## src/rtl/pump_lock_monitor_if.sv

```systemverilog
// Purpose : bundles the monitor's run/pump inputs and its windowed result bus.
// Latency : n/a (wiring only); results are registered inside the monitor.
// Backpressure: none; result_valid is a single-cycle pulse with no ready.
// Ports   : enable, pump (in to monitor); duty, phase_error, edge_count,
//           result_valid, locked, pump_stuck (out of monitor).
interface pump_lock_monitor_if #(
   parameter int WINDOW_LOG2 = 16
);
   logic                          enable;
   logic                          pump;
   logic [WINDOW_LOG2:0]          duty;
   logic signed [WINDOW_LOG2+1:0] phase_error;
   logic [WINDOW_LOG2:0]          edge_count;
   logic                          result_valid;
   logic                          locked;
   logic                          pump_stuck;

   // master: the monitor itself; slave: whoever drives it and reads results
   modport master (
      input  enable, pump,
      output duty, phase_error, edge_count, result_valid, locked, pump_stuck
   );

   modport slave (
      output enable, pump,
      input  duty, phase_error, edge_count, result_valid, locked, pump_stuck
   );
endinterface

```

## src/rtl/pump_lock_monitor.sv

```systemverilog
// Purpose : measures XOR phase-detector pump duty/edges per 2^WINDOW_LOG2-cycle
//           window, reports signed phase error and a hysteretic lock flag.
// Latency : pump->sample 2 cycles; results one cycle after the window's last cycle.
// Backpressure: none; result_valid pulses one cycle, outputs hold until next window.
// Ports   : clk_in, reset_n (async active-low); mon = master side of
//           pump_lock_monitor_if (enable, pump in; duty, phase_error,
//           edge_count, result_valid, locked, pump_stuck out).
module pump_lock_monitor #(
   parameter int WINDOW_LOG2  = 16,
   parameter int TOL          = 1024,
   parameter int MIN_EDGES    = 4,
   parameter int LOCK_COUNT   = 4,
   parameter int UNLOCK_COUNT = 2
) (
   input  logic                  clk_in,
   input  logic                  reset_n,
   pump_lock_monitor_if.master   mon
);

   localparam int WL     = WINDOW_LOG2;
   localparam int CNT_MAX = (LOCK_COUNT > UNLOCK_COUNT) ? LOCK_COUNT : UNLOCK_COUNT;
   localparam int CNT_W  = $clog2(CNT_MAX + 1);

   localparam logic [WL+1:0]        HALF_V   = (WL+2)'(2 ** (WL - 1));
   localparam logic signed [WL+1:0] TOL_P    = (WL+2)'(TOL);
   localparam logic signed [WL+1:0] NTOL_P   = -TOL_P;
   localparam logic [WL:0]          MIN_E    = (WL+1)'(MIN_EDGES);
   localparam logic [CNT_W-1:0]     LOCK_C   = CNT_W'(LOCK_COUNT);
   localparam logic [CNT_W-1:0]     UNLOCK_C = CNT_W'(UNLOCK_COUNT);

   typedef enum logic {
      UNLOCKED = 1'b0,
      LOCKED   = 1'b1
   } lock_state_t;

   // ---------------- synchroniser (free-running, reset only) ----------------
   logic pump_meta;
   logic pump_sync;
   logic pump_sync_d;
   logic edge_flag;

   always_ff @(posedge clk_in or negedge reset_n) begin
      if (!reset_n) begin
         pump_meta   <= 1'b0;
         pump_sync   <= 1'b0;
         pump_sync_d <= 1'b0;
      end else begin
         pump_meta   <= mon.pump;
         pump_sync   <= pump_meta;
         pump_sync_d <= pump_sync;
      end
   end

   assign edge_flag = pump_sync ^ pump_sync_d;

   // ---------------- window accumulation ----------------
   logic [WL-1:0]          win_cnt;
   logic [WL:0]            high_acc;
   logic [WL:0]            edge_acc;
   logic [WL:0]            high_sum;
   logic [WL:0]            edge_sum;
   logic [WL+1:0]          pe_nxt;
   logic                   win_end;

   logic [WL:0]            duty_q;
   logic signed [WL+1:0]   phase_error_q;
   logic [WL:0]            edge_count_q;
   logic                   pump_stuck_q;
   logic                   result_valid_q;

   // Totals include the closing cycle's sample, so report from the sums.
   assign high_sum = high_acc + {{WL{1'b0}}, pump_sync};
   assign edge_sum = edge_acc + {{WL{1'b0}}, edge_flag};
   assign pe_nxt   = {1'b0, high_sum} - HALF_V;
   assign win_end  = mon.enable && (win_cnt == {WL{1'b1}});

   always_ff @(posedge clk_in or negedge reset_n) begin
      if (!reset_n) begin
         win_cnt        <= '0;
         high_acc       <= '0;
         edge_acc       <= '0;
         duty_q         <= '0;
         phase_error_q  <= '0;
         edge_count_q   <= '0;
         pump_stuck_q   <= 1'b0;
         result_valid_q <= 1'b0;
      end else if (!mon.enable) begin
         // Partial window is dropped; reported values stay as they were.
         win_cnt        <= '0;
         high_acc       <= '0;
         edge_acc       <= '0;
         result_valid_q <= 1'b0;
      end else begin
         win_cnt        <= win_cnt + 1'b1;
         result_valid_q <= win_end;
         if (win_end) begin
            duty_q        <= high_sum;
            edge_count_q  <= edge_sum;
            phase_error_q <= $signed(pe_nxt);
            pump_stuck_q  <= (edge_sum < MIN_E);
            high_acc      <= '0;
            edge_acc      <= '0;
         end else begin
            high_acc      <= high_sum;
            edge_acc      <= edge_sum;
         end
      end
   end

   // ---------------- lock FSM ----------------
   lock_state_t      state_q, state_n;
   logic [CNT_W-1:0] good_cnt_q, good_cnt_n;
   logic [CNT_W-1:0] bad_cnt_q, bad_cnt_n;
   logic             good_win;

   // Judged from the registered results, i.e. during the result_valid cycle.
   assign good_win = (phase_error_q <= TOL_P) && (phase_error_q >= NTOL_P) &&
                     (edge_count_q >= MIN_E);

   always_ff @(posedge clk_in or negedge reset_n) begin
      if (!reset_n) begin
         state_q    <= UNLOCKED;
         good_cnt_q <= '0;
         bad_cnt_q  <= '0;
      end else begin
         state_q    <= state_n;
         good_cnt_q <= good_cnt_n;
         bad_cnt_q  <= bad_cnt_n;
      end
   end

   always_comb begin
      state_n    = state_q;
      good_cnt_n = good_cnt_q;
      bad_cnt_n  = bad_cnt_q;
      if (!mon.enable) begin
         state_n    = UNLOCKED;
         good_cnt_n = '0;
         bad_cnt_n  = '0;
      end else if (result_valid_q) begin
         case (state_q)
            UNLOCKED: begin
               if (good_win) begin
                  if ((good_cnt_q + 1'b1) == LOCK_C) begin
                     state_n    = LOCKED;
                     good_cnt_n = '0;
                     bad_cnt_n  = '0;
                  end else begin
                     good_cnt_n = good_cnt_q + 1'b1;
                  end
               end else begin
                  good_cnt_n = '0;
               end
            end
            LOCKED: begin
               if (!good_win) begin
                  if ((bad_cnt_q + 1'b1) == UNLOCK_C) begin
                     state_n    = UNLOCKED;
                     good_cnt_n = '0;
                     bad_cnt_n  = '0;
                  end else begin
                     bad_cnt_n = bad_cnt_q + 1'b1;
                  end
               end else begin
                  bad_cnt_n = '0;
               end
            end
            default: begin
               state_n    = UNLOCKED;
               good_cnt_n = '0;
               bad_cnt_n  = '0;
            end
         endcase
      end
   end

   // ---------------- outputs ----------------
   assign mon.duty         = duty_q;
   assign mon.phase_error  = phase_error_q;
   assign mon.edge_count   = edge_count_q;
   assign mon.pump_stuck   = pump_stuck_q;
   assign mon.result_valid = result_valid_q;
   assign mon.locked       = (state_q == LOCKED);

endmodule

```

## src/flat_wrapper.sv

```systemverilog
// flat-port wrapper written by rule: the top's interface ports become plain ports
module pump_lock_monitor_flat 
#(
   parameter int WINDOW_LOG2  = 16,
   parameter int TOL          = 1024,
   parameter int MIN_EDGES    = 4,
   parameter int LOCK_COUNT   = 4,
   parameter int UNLOCK_COUNT = 2
)
  (clk_in, reset_n, mon_enable, mon_pump, mon_duty, mon_phase_error, mon_edge_count, mon_result_valid, mon_locked, mon_pump_stuck);
  pump_lock_monitor_if #(.WINDOW_LOG2(WINDOW_LOG2)) mon_i ();
  input  logic clk_in;
  input  logic reset_n;
  input wire logic [$bits(mon_i.enable)-1:0] mon_enable;
  input wire logic [$bits(mon_i.pump)-1:0] mon_pump;
  output wire logic [$bits(mon_i.duty)-1:0] mon_duty;
  output wire logic [$bits(mon_i.phase_error)-1:0] mon_phase_error;
  output wire logic [$bits(mon_i.edge_count)-1:0] mon_edge_count;
  output wire logic [$bits(mon_i.result_valid)-1:0] mon_result_valid;
  output wire logic [$bits(mon_i.locked)-1:0] mon_locked;
  output wire logic [$bits(mon_i.pump_stuck)-1:0] mon_pump_stuck;
  assign mon_i.enable = mon_enable;
  assign mon_i.pump = mon_pump;
  assign mon_duty = mon_i.duty;
  assign mon_phase_error = mon_i.phase_error;
  assign mon_edge_count = mon_i.edge_count;
  assign mon_result_valid = mon_i.result_valid;
  assign mon_locked = mon_i.locked;
  assign mon_pump_stuck = mon_i.pump_stuck;
  pump_lock_monitor #(.WINDOW_LOG2(WINDOW_LOG2), .TOL(TOL), .MIN_EDGES(MIN_EDGES), .LOCK_COUNT(LOCK_COUNT), .UNLOCK_COUNT(UNLOCK_COUNT)) u_core (.clk_in(clk_in), .reset_n(reset_n), .mon(mon_i));
endmodule
```

## config.mk

```make
export PLATFORM = sky130hd
export DESIGN_NAME = pump_lock_monitor_flat
export DESIGN_NICKNAME = d
export VERILOG_FILES = /design/src/rtl/pump_lock_monitor_if.sv /design/src/rtl/pump_lock_monitor.sv /design/src/flat_wrapper.sv
export SDC_FILE = /design/constraint.sdc
export NUM_CORES = 1
export LEC_CHECK = 0
export CELL_PAD_IN_SITES_DETAIL_PLACEMENT = 1
export CELL_PAD_IN_SITES_GLOBAL_PLACEMENT = 2
export CORE_MARGIN = 10
export CORE_UTILIZATION = 30
export CTS_CLUSTER_SIZE = 8
export DETAILED_ROUTE_END_ITERATION = 8
export PLACE_DENSITY_LB_ADDON = 0.05
export REMOVE_ABC_BUFFERS = 1
export SYNTH_ARGS = -nofsm -noshare
export SYNTH_HDL_FRONTEND = slang
export SYNTH_SLANG_ARGS = --single-unit
```

## constraint.sdc

```tcl
create_clock -name clk_in -period 2.4 [get_ports clk_in]
set_clock_uncertainty 0.2 [all_clocks]
set_input_delay 0.48 -clock clk_in [delete_from_list [all_inputs] [get_ports clk_in]]
set_output_delay 0.48 -clock clk_in [all_outputs]
set_load 0.1 [all_outputs]
```

==> impl_metrics.yaml, run 1 <==
worst_setup_path:
  critPathKind: "register to register"
  end_kind: "register"
  worst-path-max-fanout: 4
  r2r_slack_ns: -0.08
  r2r-end: "u_core.mon.pump_stuck"
  r2r_start: "u_core.pump_sync"
  cpMaxStageDelayCell: "or4b_1"
  worstPathRequired_ns: 2.48
  critPathArrivalTime_ns: 2.56
  ff2ff_path_depth: 9
  endpoint: "u_core.mon.pump_stuck"
  crit_chain: "xor2_1 -> ha_2 -> ha_4 -> and2_4 -> a21oi_1 -> o32ai_1 -> nand4_1 -> or4b_1 -> o21ai_1"
  slowest_delay_ns: 0.47
  start_kind: "register"
  critPathLaunch: "u_core.pump_sync"
cts:
  clk_pin_slew_ns: 0.07
  numCtsBuffers: 9
  tritoncts: "built"
  clkSinkCount: 99
  clkLatencyLatePin_ns: 0.35
  cts_root_buf: "clkbuf_16"
  cts_buffer_depth: 2
  h-tree-depth: 3
synth:
  ys_seq_area_frac: 0.5193
  syn_avg_cell_area_sq_um: 10.04
  synthesis.area_sq_um: 4771
  synth_edf_count: 0
  syn-instance-count: 475
  synthArstFlopShare: 1.000
  ys_types: 54
  synth_ff_type: "dfrtp_1"
  yosysTopAreaCellShare: 0.5193
  ys_ff_latch: 99
  yosys.area.top_type: "dfrtp_1"
  synthTopCellsByArea: "dfrtp_1 52%, nand2_1 5.6%, xnor2_1 4.4%"
  ys_warn_count: 0
pwr:
  seq_power_share: 0.467
  vdd_ir_drop_max_mv: 0.3675
  switchingPower_w: 0.0007631
  leakage_nw: 2.865
  intPower_w: 0.002860
  power_frac_comb: 0.035
  swShare: 0.2106
  power.density_nw_per_um2: 589.6
  clockPowerShare: 0.497
global_routing:
  grt_pass1_wl_um: 21650
  grt-ovfl-total: 0
  grt_util_all_layers: 0.1253
  grt_max_degree: 39
  grt_pass1_vias: 3985
  antenna_found_initial: 0
sta:
  period_needed_ns: 2.482
  rsz0062_at_grt: "true"
  clock.fmax_ghz: 0.4028
  min_period_over_period: 1.034
  hold_violations: 0
  slew_headroom: 0.7044
  drv_slew: 0
  tightest_slew_ns: 0.4434
  hold_slack_ns: 0.2146
  setup-violations-final: 1
  layout_setup_ws_ns: -0.08238
place:
  routabilityCongestion: 0.7753
  port_buffers: 58
  place_hpwl_um: 9925
floorplan:
  dieHeight_um: 146.1
  die_w_um: 146.1
  rows: 46
  start_util: 0.3036
  io_pins: 59
  die_area_sq_um: 21350
  core_sq_um: 15710
cells_and_area:
  layout.nets: 581
  antenna_cells: 0
  final_util: 0.3911
  mostFrequentLayoutCells: "108 x buf_4, 99 x dfrtp_1, 71 x nand2_1, 47 x nor2_1, 26 x o21ai_0"
  final_common_cell: "buf_4"
  areaGrowthSynthToFinish_pct: 28.82
  drive_above_1_share: 0.2727
drt:
  via_per_inst: 4.688
  drt_wl_total_um: 13140
  drt_first_pass_iters: 4
  ant_nets: 0
  vias: 3694
  wire_per_inst_um: 16.67
  drc: 0
  initialDrtViolationCount: 153
run_status:
  violations: "negative setup slack"
  status: "finished with violations"
hold_path:
  hold_path.class: "register to register"
  hold_depth: 0
flow_run:
  cap_violations: 0
-- cells by family after synthesis --
group,Yosys count,share of synthesized area
compound gates,60,0.07448
xor+xnor,45,0.08261
fa+ha+maj,10,0.02623
buf+inv,35,0.05691
flops,99,0.5193
mux,2,0.004458
simple gates,224,0.2360
-- worst max-delay path: cells and delay by family (launching register included) --
kind | cells | cell delay, ns
AOI/OAI and AO/OA | 3 | 0.45
DFF | 1 | 0.40
and+or+nand+nor | 3 | 0.76
xor gates and xnor gates | 1 | 0.16
adders and majority gates | 2 | 0.44
-- how the worst min path moves through the flow --
stage	from	endpoint	slack [ns]
2_1_floorplan	reset_n	u_core.bad_cnt_q[0]	-0.02
5_1_grt	u_core.pump_meta	u_core.pump_sync	0.24
4_1_cts	u_core.pump_meta	u_core.pump_sync	0.24
3_3_place_gp	u_core.pump_meta	u_core.pump_sync	0.23
6_report	u_core.pump_meta	u_core.pump_sync	0.21
3_5_place_dp	u_core.pump_meta	u_core.pump_sync	0.21
-- flip-flops by register name, indices dropped and copies added, names as in the netlist --
signal,count
u_core.mon.edge_count,17
u_core.good_cnt_q,3
u_core.pump_meta,1
u_core.mon.locked,1
u_core.bad_cnt_q,3
u_core.pump_sync,1
u_core.edge_acc,17
u_core.pump_sync_d,1
u_core.high_acc,17
u_core.mon.phase_error,18
u_core.win_cnt,16
u_core.mon.pump_stuck,1
u_core.mon.duty,2
u_core.mon.result_valid,1
-- metrics by stage --
stage / instances / setup TNS, ns / cell area [sq um] / setup slack [ns] / total power (W)
2_1_floorplan: 442 / -7.264 / 4507 / -0.6691 / 0.001763
3_3_place_gp: 768 / -0.1286 / 5645 / -0.1286 / 0.001849
3_5_place_dp: 768 / -0.1607 / 5645 / -0.1607 / 0.001851
4_1_cts: 786 / -0.03586 / 6052 / -0.03586 / 0.003681
5_1_grt: 788 / -0.2322 / 6146 / -0.2314 / 0.003774
6_report: 788 / -0.08238 / 6146 / -0.08238 / 0.003624
-- metal layers --
metal	vias up	GRT usage	routed length, um
met2	43	0.2102	6475
met5	-	0	0
li1	1771	-	-
met1	1866	0.1584	6163
met4	0	0.04805	218
met3	14	0.02009	283
-- cell type report --
cell class              instances  area (sq um)
flip-flops and latches         99          2477
inverters                       2         7.507
fillers                      1789          9567
clock inverters                 6         137.6
multi-input cells             341          2123
clock buffers                  10         229.0
repair buffers                114         900.9
well taps                     216         270.3
-- power by group through the flow --
| stage | Sequential, W | Combinational [W] | Clock, W |
|---|---|---|---|
| floorplan | 0.00172 | 0.0000404 | 0 |
| global placement | 0.00172 | 0.000124 | 0 |
| detailed placement | 0.00172 | 0.000126 | 0 |
| CTS | 0.00169 | 0.000133 | 0.00186 |
| global route | 0.00169 | 0.000149 | 0.00193 |
| finish | 0.00169 | 0.000128 | 0.00180 |
-- repair_timing --
item / 4_1_cts / 5_1_grt
pin swaps: 1 / 3
buffers inserted: 1 / 2
setup endpoints to repair: 1 / 32
hold endpoints to repair: 28 / 0
hold buffers: 1 / 0
resized for setup: 6 / 16
-- synth_stat cells (2+ instances only) --
master	n
o21ai_0	26
buf_2	2
clkbuf_1	4
dfrtp_1	99
and2_1	12
nor3_1	7
ha_1	10
buf_6	9
nand4_1	11
a21boi_0	3
nor2b_1	8
buf_4	15
xnor2_1	24
nor4_1	5
and3_1	14
a21o_1	2
o21ai_1	13
nand3_1	21
nand2b_1	6
xor2_1	21
a21oi_1	6
clkbuf_2	2
nand2_1	71
nor2_1	51
or4_1	2
or3_1	3
No activity file was read; power rests on OpenSTA's default activity.
==> inputs of run 2 (changes only) <==
Settings changed: CAP_MARGIN set to 20.
Clock period 2.4 ns to 2.3 ns, I/O delays scaled along.
==> run 2 against run 1 <==
The flow still finishes with violations (negative setup slack). Setup slack worse by 0.060 ns. Power down 4.7%. Final area up 2.3%. Via count up 0.70%. Final cell count up 1.3%. Count of clock-buffer cells in the layout up 1. Register-to-register slack worse by 0.06 ns. Sequential power up 5%. First-iteration DRC count down 43%. Highest routed layer unchanged.
==> impl_metrics.yaml, run 2 (same netlist as run 1, synthesis figures left out) <==
cells_and_area:
  final_common_cell: "buf_4"
  layout.nets: 591
  drive_above_1_share: 0.2938
  multi_input_area_sq_um: 2187
  mostFrequentLayoutCells: "110 x buf_4, 99 x dfrtp_1, 70 x nand2_1, 48 x nor2_1, 25 x o21ai_0"
  antenna_cells: 0
  areaGrowthSynthToFinish_pct: 31.79
  num-fill-cells: 1764
  stdcell_count: 798
  largest_register_ffs: 18
  seq_area_sq_um: 2477
floorplan:
  start_util: 0.3036
  io_pins: 59
  die_w_um: 146.1
  rows: 46
  core_sq_um: 15710
  dieHeight_um: 146.1
  die_area_sq_um: 21350
place:
  place_hpwl_um: 9878
  preCtsSetupSlack_ns: -0.2831
  dpl.cell_count: 778
  routabilityCongestion: 0.7696
  port_buffers: 58
global_routing:
  grt_util_all_layers: 0.1263
  grt_busiest_layer: "met2"
  antenna_found_initial: 0
  grt_pass1_vias: 4157
  use_met2: 0.2185
  grt_max_degree: 45
  met3_usage: 0.03616
  use_met1: 0.1494
  grt_pass1_wl_um: 21990
  grt-ovfl-total: 0
pwr:
  clockPowerShare: 0.447
  vdd_ir_drop_max_mv: 0.3484
  seq_power_share: 0.512
  power_w: 0.003452
  swShare: 0.2232
  power_frac_comb: 0.041
  switchingPower_w: 0.0007704
  intPower_w: 0.002682
  leakage_nw: 2.934
  power.density_nw_per_um2: 549.0
worst_setup_path:
  r2r_slack_ns: -0.14
  ff2ff_path_depth: 9
  critPathKind: "register to register"
  worst-path-max-fanout: 4
  end_kind: "register"
  critPathArrivalTime_ns: 2.52
  r2r_start: "u_core.pump_sync"
  r2r-end: "u_core.mon.pump_stuck"
  start_kind: "register"
  worstPathRequired_ns: 2.37
run_status:
  status: "finished with violations"
  violations: "negative setup slack"
sta:
  drv_slew: 0
  hold_violations: 0
  tightest_slew_ns: 0.3834
  slew_headroom: 0.7423
  layout_setup_ws_ns: -0.1425
  rsz0062_at_grt: "true"
  min_period_over_period: 1.062
  period_needed_ns: 2.442
  clock.fmax_ghz: 0.4094
  setup-violations-final: 1
cts:
  clkSinkCount: 99
  cts_root_buf: "clkbuf_16"
  numCtsBuffers: 9
  h-tree-depth: 3
  clk_pin_slew_ns: 0.07
  clkLatencyLatePin_ns: 0.35
  cts_buffer_depth: 2
  tritoncts: "built"
drt:
  vias: 3720
  initialDrtViolationCount: 87
  via_per_inst: 4.662
  drt_wl_total_um: 13120
  ant_nets: 0
  wire_per_inst_um: 16.45
  drc: 0
  drt_first_pass_iters: 4
hold_path:
  whs_endpoint: "u_core.pump_sync"
  hold_path.startpoint: "u_core.pump_meta"
  hold_depth: 0
  hold_path.class: "register to register"
flow_run:
  cap_violations: 0
run 2: power by group through the flow:
| stage | combinational (W) | clock [W] | sequential (W) |
|---|---|---|---|
| floorplan | 0.0000422 | 0 | 0.00180 |
| global placement | 0.000133 | 0 | 0.00180 |
| detailed placement | 0.000134 | 0 | 0.00180 |
| CTS | 0.000144 | 0.00160 | 0.00177 |
| global route | 0.000162 | 0.00168 | 0.00177 |
| finish | 0.000141 | 0.00154 | 0.00177 |
run 2: how the worst max path moves through the flow:
stage	slack [ns]	from	to
6_report	-0.14	u_core.pump_sync	u_core.mon.pump_stuck
5_1_grt	-0.27	u_core.pump_sync_d	u_core.mon.pump_stuck
4_1_cts	-0.15	u_core.pump_sync_d	u_core.mon.pump_stuck
3_5_place_dp	-0.28	u_core.pump_sync_d	u_core.mon.pump_stuck
3_3_place_gp	-0.24	u_core.pump_sync	u_core.mon.pump_stuck
2_1_floorplan	-0.77	u_core.mon.phase_error[4]	u_core.bad_cnt_q[1]
run 2: metal layers:
layer  wire length [um]  vias up
met4                149        0
met1               5887     1876
met5                  0        -
met3                454       12
li1                   -     1787
met2               6632       45
run 2: repair_timing:
action | 4_1_cts | 5_1_grt
endpoints found under the hold margin | 20 | 0
setup buffers | 1 | 2
endpoints found under the setup margin | 10 | 23
pin swaps | 9 | 7
hold buffers | 1 | 0
gates resized for setup | 15 | 22
run 2: area by class of cell:
type	instances	area share
Clock buffer	11	0.03861
Multi-Input combinational cell	341	0.3479
Clock inverter	5	0.008358
Tap cell	216	0.04299
Timing Repair Buffer	124	0.1670
Sequential cell	99	0.3940
Inverter	2	0.001194
run 2: worst max-delay path: stages (launching register included):
cell and delay, ns:
dfrtp_1 0.39, xor2_1 0.16, ha_2 0.27, ha_4 0.17
and2_4 0.17, a21oi_2 0.06, o32ai_2 0.26, nand4_1 0.10
or4b_1 0.47, o21ai_1 0.13
run 2: stage by stage:
stage	hold WS, ns	area, sq um	utilization	setup TNS (ns)
2_1_floorplan	-0.03559	4507	-	-11.72
3_3_place_gp	0.1903	5783	0.3681	-1.370
3_5_place_dp	0.1838	5783	0.3681	-1.439
4_1_cts	0.2406	6162	0.3922	-0.1502
5_1_grt	0.2330	6287	0.4001	-0.4802
6_report	0.2149	6287	0.4001	-0.1425
